$ cat src/rtl/pc_sequencer_pkg.sv
// pc_sequencer_pkg: shared types and widths for the PC/fetch sequencer.
package pc_sequencer_pkg;
  localparam int PC_W_DEFAULT = 10;
  localparam int OFF_W = 9;
  localparam int CNT_W = 16;
  typedef enum logic [1:0] {sIDLE, sRUN, sHALTED} pc_state_t;
  function automatic logic [CNT_W-1:0] sat_inc(input logic [CNT_W-1:0] v);
    return &v ? v : v + 1'b1;
  endfunction
endpackage

$ cat src/rtl/pc_branch_adder.sv
// pc_branch_adder: wrapped PC +/- unsigned offset; offset is zero-extended or truncated to PC_W.
module pc_branch_adder
  import pc_sequencer_pkg::*;
#(
  parameter int PC_W = PC_W_DEFAULT
) (
  input  logic [PC_W-1:0]  pc,
  input  logic [OFF_W-1:0] offset,
  input  logic             sign,
  output logic [PC_W-1:0]  next_pc
);
  logic [PC_W-1:0] off;
  assign off = PC_W'(offset);
  assign next_pc = sign ? pc - off : pc + off;
endmodule

$ cat src/rtl/pc_sequencer.sv
// pc_sequencer: program counter and IDLE/RUN/HALTED fetch sequencer with Start/Done handshake.
// Define INSTR_COUNT_EN to add a saturating 16-bit executed-instruction counter output.
module pc_sequencer
  import pc_sequencer_pkg::*;
#(
  parameter int PC_W = PC_W_DEFAULT,
  parameter logic [PC_W-1:0] START_ADDR = '0
) (
  input  logic             CLK,
  input  logic             Reset,
  input  logic             Start,
  input  logic             stall,
  input  logic             is_branch,
  input  logic [OFF_W-1:0] bOFFSET,
  input  logic             bSIGN,
  input  logic             alu_reset,
  input  logic             alu_halt,
  output logic [PC_W-1:0]  PC,
  output logic             fetch_en,
`ifdef INSTR_COUNT_EN
  output logic [CNT_W-1:0] instr_count,
`endif
  output logic             Done
);
  pc_state_t state, state_n;
  logic [PC_W-1:0] pc_n, pc_step;
  logic [OFF_W-1:0] step_off;
  logic start_q, accept, run_go;
  assign accept = Start & ~start_q & (state != sRUN);
  assign run_go = (state == sRUN) & ~stall;
  assign fetch_en = run_go;
  assign Done = state == sHALTED;
  // One adder serves both the branch and the sequential +1 path.
  assign step_off = is_branch ? bOFFSET : OFF_W'(1);
  pc_branch_adder #(.PC_W(PC_W)) u_adder (
    .pc(PC),
    .offset(step_off),
    .sign(is_branch & bSIGN),
    .next_pc(pc_step)
  );
  always_comb begin
    state_n = accept ? sRUN : (run_go & alu_reset & alu_halt) ? sHALTED : state;
    pc_n = accept ? START_ADDR : ~run_go ? PC : alu_reset ? (alu_halt ? PC : START_ADDR) : pc_step;
  end
  always_ff @(posedge CLK or posedge Reset) begin
    if (Reset) begin
      state <= sIDLE;
      PC <= START_ADDR;
      start_q <= 1'b0;
    end else begin
      state <= state_n;
      PC <= pc_n;
      start_q <= Start;
    end
  end
`ifdef INSTR_COUNT_EN
  always_ff @(posedge CLK or posedge Reset) begin
    if (Reset) instr_count <= '0;
    else if (accept) instr_count <= '0;
    else if (fetch_en) instr_count <= sat_inc(instr_count);
  end
`endif
endmodule
$ cat config.mk
export PLATFORM = sky130hd
export DESIGN_NAME = pc_sequencer
export DESIGN_NICKNAME = d
export VERILOG_FILES = /design/src/rtl/pc_sequencer_pkg.sv /design/src/rtl/pc_branch_adder.sv /design/src/rtl/pc_sequencer.sv
export SDC_FILE = /design/constraint.sdc
export NUM_CORES = 1
export LEC_CHECK = 0
export CAP_MARGIN = 10
export CORE_ASPECT_RATIO = 0.6
export CORE_MARGIN = 2
export CORE_UTILIZATION = 48
export DETAILED_ROUTE_END_ITERATION = 7
export PLACE_DENSITY_LB_ADDON = 0.08
export SYNTH_ARGS = -nofsm -noshare
export SYNTH_HDL_FRONTEND = slang
export SYNTH_SLANG_ARGS = --single-unit
$ cat constraint.sdc
create_clock -name CLK -period 2.8 [get_ports CLK]
set_clock_uncertainty 0.1 [all_clocks]
set_input_delay 0.28 -clock CLK [delete_from_list [all_inputs] [get_ports CLK]]
set_output_delay 0.28 -clock CLK [all_outputs]
set_load 0.005 [all_outputs]
-- Word level (Yosys, flattened, before mapping)
Cells that the tools add are included.
- word-level logic and storage cells: 28
- bits in registers: 13
- output and inout bits: 12
- input port bits: 17
- multiplexer cells: 8
- equal/unequal tests: 4
- reductions and logical operators: 3
- $add $sub $neg: 2
- bitwise operators: 8
- operators with widths (kind ; count):
    $mux W10 ; 5
    $add A10 B9 Y10 ; 1
    $sub A10 B9 Y10 ; 1
    $mux W9 ; 1
    $and A1 B1 Y1 ; 6
    $mux W2 ; 2
    $reduce_bool A2 Y1 ; 2
    $ne A3 B2 Y1 const B ; 1
    $eq A2 B1 Y1 const B ; 1
    $eq A2 B2 Y1 const B ; 1
    $ne A2 B1 Y1 const B ; 1
    $not A1 Y1 ; 2
    $reduce_and A2 Y1 ; 1

-- Logic depth before layout (Yosys ltp)
- word-level depth: 6
- depth in mapped cells: 14
- mapped depth without buffers: 13

-- By module
A second synthesis with hierarchy kept.
- cell total of the unflattened synthesis: 128
- area, all modules: 1162.4 sq um
- by module, submodules not included (module ; seq. area each (sq um) ; instances ; area an instance (sq um) ; cells each):
    pc_branch_adder ; 0.0 ; 1 ; 581.8 ; 81
    pc_sequencer ; 325.3 ; 1 ; 580.6 ; 47

-- Worst setup path after synthesis
Ideal clock, no wire load.
- path type: input-to-reg
- start: in bOFFSET[4]
- end: reg PC[9]
- arrival: 2667 ps
- path buffers: 0
- library setup time: 67 ps
- setup slack: -34 ps
- required time: 2633 ps
- cell stages on the path: 11
- cell sequence: or3_4 or4_4 nor2_1 o21ai_0 and3b_1 ha_1 a21o_1 a21o_1 or3b_1 a21o_1 nand3_2
- longest elaborated chain between the ends: 6
- elaborated cells on any way between the ends: 7
- those cells by class: add/sub: 2; mux: 5
- ends and longest elaborated chain (what ; RTL line ; source):
    start: declaration ; pc_sequencer.sv:14 ; input logic [OFF_W-1:0] bOFFSET,
    $mux W9 (*) ; pc_sequencer.sv:34 ; assign step_off = is_branch ? bOFFSET : OFF_W'(1);
    $add A10 B9 Y10 or $sub A10 B9 Y10 (tied branches) ; pc_branch_adder.sv:14 ; assign next_pc = sign ? pc - off : pc + off;
    $mux W10 (*) ; pc_branch_adder.sv:14 ;
    $mux W10 (*) (3 in series) ; pc_sequencer.sv:43 ; pc_n = accept ? START_ADDR : ~run_go ? PC : alu_reset ? (alu_halt ? PC : START_ADDR) : pc_step;
    end signal: assignment ; pc_sequencer.sv:52 ; PC <= pc_n;
    end: declaration ; pc_sequencer.sv:18 ; output logic [PC_W-1:0] PC,
Mark *: on every way between the ends. The rest lies on a longest branch, timed or not. The select of a mux whose other input is x is not followed.
A chain may end at the register's enable or synchronous reset.

-- Worst setup path after layout
Same ends and word-level chain as after synthesis.

==> impl_metrics.py <==
metrics = {
    "global_route": {
        "gr-usage-met2_pct": 46.40,
        "maximum_number_of_pins_on_one_net_before_global_route_repair": 14,
        "grt_antenna_before_repair": 0,
        "global_route.usage.met3_pct": 6.233,
        "global_route.usage.total_pct": 26.93,
        "gr-max-usage-layer": "met2",
        "wire_length_of_the_first_global_routing_pass_mm": 5.733,
        "overflow": 0,
        "vias_in_the_first_global_route": 1297,
        "met1_demand_to_capacity_share_in_global_routing_pct": 34.01,
    },
    "critical_path": {
        "crit_type": "primary input to flip-flop",
        "path_max_fanout": 3,
        "crit_slowest_cell": "sky130_fd_sc_hd__or4_4",
        "cp_data_arrival_time_ns": 2.78,
        "cp.required_ns": 2.83,
        "timing.critical_path.slowest_cell_delay_ns": 0.45,
        "type_of_element_launching_the_critical_path": "primary input",
        "path_common_cell": "sky130_fd_sc_hd__a21o_1",
        "worst_setup_path_end_kind": "flip-flop",
        "timing.critical_path.cells": "buf_6, or3_4, or4_4, nor2_4, nor3_2, and3b_2, ha_4, a21o_1, a21o_1, or3b_4, nand4b_1, nand3_2",
    },
    "timing": {
        "timing.final.crit_share_pct": 98.39,
        "timing_hold_violations_final": 0,
        "maxClockFrequency_mhz": 363.0,
        "timing_worst_slew_pin_value_ns": 0.6860,
        "final.min_clock_period_ns": 2.755,
        "rsz0062_at_grt": "true",
        "count_of_pins_over_their_slew_limit": 0,
        "worst_slew_margin_rel_pct": 54.27,
        "report.final.setup_viol": 0,
        "setup_slack_ns": 0.04497,
    },
    "logic_synthesis": {
        "synth_largest_area_cell": "sky130_fd_sc_hd__dfrtp_1",
        "synth.ff_latch_count": 13,
        "ys_seq_area_share_pct": 28.70,
        "synth-edff-count": 0,
        "synth-main-ff-cell": "sky130_fd_sc_hd__dfrtp_1",
        "synth_fp_nets": 162,
        "synth.cell_area_mm2": 0.001134,
        "yosysUniqueCellTypes": 39,
        "post-synth-top-area-fraction_pct": 28.70,
        "synth_area_per_cell_um2": 8.460,
        "yosys_warnings": 0,
        "syn_inst": 134,
        "yosys-top-cells-area": "sky130_fd_sc_hd__dfrtp_1, sky130_fd_sc_hd__ha_1, sky130_fd_sc_hd__o21ai_0",
        "ys_async_sr_fraction_pct": 100.0,
    },
    "cts": {
        "tritoncts": "built",
        "clk_latency_ns": 0.24,
        "cts-hold-fix-buffers": 0,
        "cts_sinks": 13,
        "ctsLongestPathBuffers": 2,
        "cts_inserted_buffers": 3,
        "htree_num_levels": 1,
        "cts_root_buf": "sky130_fd_sc_hd__clkbuf_8",
        "clk_transition_reported_paths_ns": 0.06,
    },
    "finish": {
        "finish.cell_count_without_fillers": 221,
        "multi_input_comb_area_um2": 844.6,
        "final_layout_size_suffix_gt1_share_pct": 28.80,
        "filler_cell_count": 147,
        "register_area_um2": 325.3,
        "nNetsFinal": 220,
        "syn2layout_area_growth_pct": 55.96,
        "antennaDiodeCount": 0,
    },
    "route": {
        "wire_per_inst_um": 16.32,
        "drtIter0Drc": 72,
        "vias_per_cell": 5.774,
        "drt_wl_total_mm": 3.606,
        "detailroute.via_count": 1276,
        "firstDrtPassIters": 6,
        "drc": 0,
        "detail-route-antenna-nets": 0,
    },
    "place": {
        "dp.cells": 211,
        "dp_worst_setup_slack_ns": -0.5509,
        "port_bufs": 28,
        "gpl_wtd_cong": 0.9368,
        "place_hpwl_mm": 2.576,
    },
    "power_and_ir_drop": {
        "powerDensity_mw_per_mm2": 710.8,
        "vdd_drop_max_uv": 533.5,
        "p_leak_nw": 0.8549,
    },
    "floorplanning": {
        "top_level_ports": 29,
        "die_y_um": 41.65,
        "initial_core_util_pct": 51.62,
        "row_count": 13,
        "floorplan.die.width_um": 66.74,
        "core_mm2": 0.002196,
        "fp.dieArea_mm2": 0.002779,
    },
    "job": {
        "reported_max_cap_violation_count": 0,
    },
    "worst_hold_path": {
        "holdCritPathClass": "primary input to async pin",
    },
    "run_status": {
        "run_status": "finished clean",
    },
}
[final cells by class]
type | count | area share (%)
Timing Repair Buffer | 56 | 27.25
Multi-Input combinational cell | 109 | 47.77
Tap cell | 30 | 2.123
Sequential cell | 13 | 18.40
Inverter | 9 | 1.911
Clock buffer | 4 | 2.548
[final timing paths]
kind	start	end	slack, ns	cells after the start
worst max-delay path	bOFFSET[4]	PC[9]$_DFFE_PP0P_	0.04	12
worst min-delay path	Reset	PC[5]$_DFFE_PP0P_	0.27	2
worst max register to register	PC[0]$_DFFE_PP0P_	PC[8]$_DFFE_PP0P_	0.59	9
worst min register to register	state[0]$_DFFE_PP0P_	state[0]$_DFFE_PP0P_	0.42	1
max in group asynchronous	Reset	state[1]$_DFFE_PP0P_	1.98	2
min in group CLK	Start	start_q$_DFF_PP0_	0.40	1
[flip-flops by register name (all words and copies together) (netlist names)]
name and count:
PC 10, state 2, start_q 1
[power breakdown]
| part | switching, W | internal (W) | total [W] |
|---|---|---|---|
| clock network | 0.0000722 | 0.000101 | 0.000173 |
| registers | 0.0000656 | 0.000260 | 0.000326 |
| logic | 0.000334 | 0.000424 | 0.000758 |
| total | 0.000472 | 0.000785 | 0.00126 |
[metal layers]
metal / wire (µm) / part of all wire, % / vias to the layer above
li1: - / - / 607
met1: 1543 / 43 / 592
met3: 247 / 6.8 / 12
met2: 1728 / 48 / 65
met4: 87 / 2.4 / 0
met5: 0 / 0 / -
[critical path, delay by kind of cell]
| family | cells | cell delay, ns |
|---|---|---|
| compound gates | 2 | 0.36 |
| fa+ha+maj | 1 | 0.20 |
| simple gates | 8 | 1.85 |
| buf+inv | 1 | 0.10 |
[per-stage QoR]
stage | TNS, ns | hold slack [ns] | total power [W] | cell area [µm²] | util (%)
2_1_floorplan | 0 | 0.05696 | 0.0006863 | 1149 | -
3_3_place_gp | -1.981 | 0.4124 | 0.0009720 | 1620 | 73.79
4_1_cts | -0.06048 | 0.2936 | 0.001224 | 1719 | 78.29
3_5_place_dp | -2.535 | 0.4156 | 0.001005 | 1620 | 73.79
5_1_grt | -0.05232 | 0.3644 | 0.001348 | 1768 | 80.51
6_report | 0 | 0.2695 | 0.001257 | 1768 | 80.51
[logic make-up after synthesis]
logic type,synth area share (%)
AO/OA/AOI/OAI,27.93
AND/OR/NAND/NOR,22.52
flip-flops,28.70
buffers and inverters,3.973
adder cells (fa/ha/maj),12.80
XOR/XNOR,3.091
multiplexers,0.9933
[layout by cell type (no fill, tap or decap), drive strengths merged, types with 4 or more instances in the layout]
cell / count
a21o: 6
clkbuf: 6
ha: 10
nand2: 10
inv: 9
a21oi: 7
nor2: 9
dfrtp: 13
buf: 31
or3: 6
nor2b: 4
clkdlybuf4s50: 20
nor3: 6
o21a: 6
o21ai: 13
[Yosys cell counts, types with 2 or more instances]
cell type                  number
sky130_fd_sc_hd__nand2_1       10
sky130_fd_sc_hd__or3_1          5
sky130_fd_sc_hd__inv_1          9
sky130_fd_sc_hd__nor3_1         6
sky130_fd_sc_hd__a32o_1         3
sky130_fd_sc_hd__o21a_1         6
sky130_fd_sc_hd__xor2_1         2
sky130_fd_sc_hd__nor2b_1        4
sky130_fd_sc_hd__nor2_1         9
sky130_fd_sc_hd__clkbuf_1       3
sky130_fd_sc_hd__a21oi_1        7
sky130_fd_sc_hd__dfrtp_1       13
sky130_fd_sc_hd__ha_1          10
sky130_fd_sc_hd__o21ai_0       12
sky130_fd_sc_hd__a22o_1         3
sky130_fd_sc_hd__and3_1         3
sky130_fd_sc_hd__xnor2_1        2
sky130_fd_sc_hd__a21o_1         6
[what timing repair did]
action                     in CTS  in global routing
pin swaps                      13                 11
setup endpoints to repair       5                  4
resized for setup              28                 15
setup buffers                   4                  2
cloned                          0                  0
Note: power is estimated with default switching activity, not from simulation.
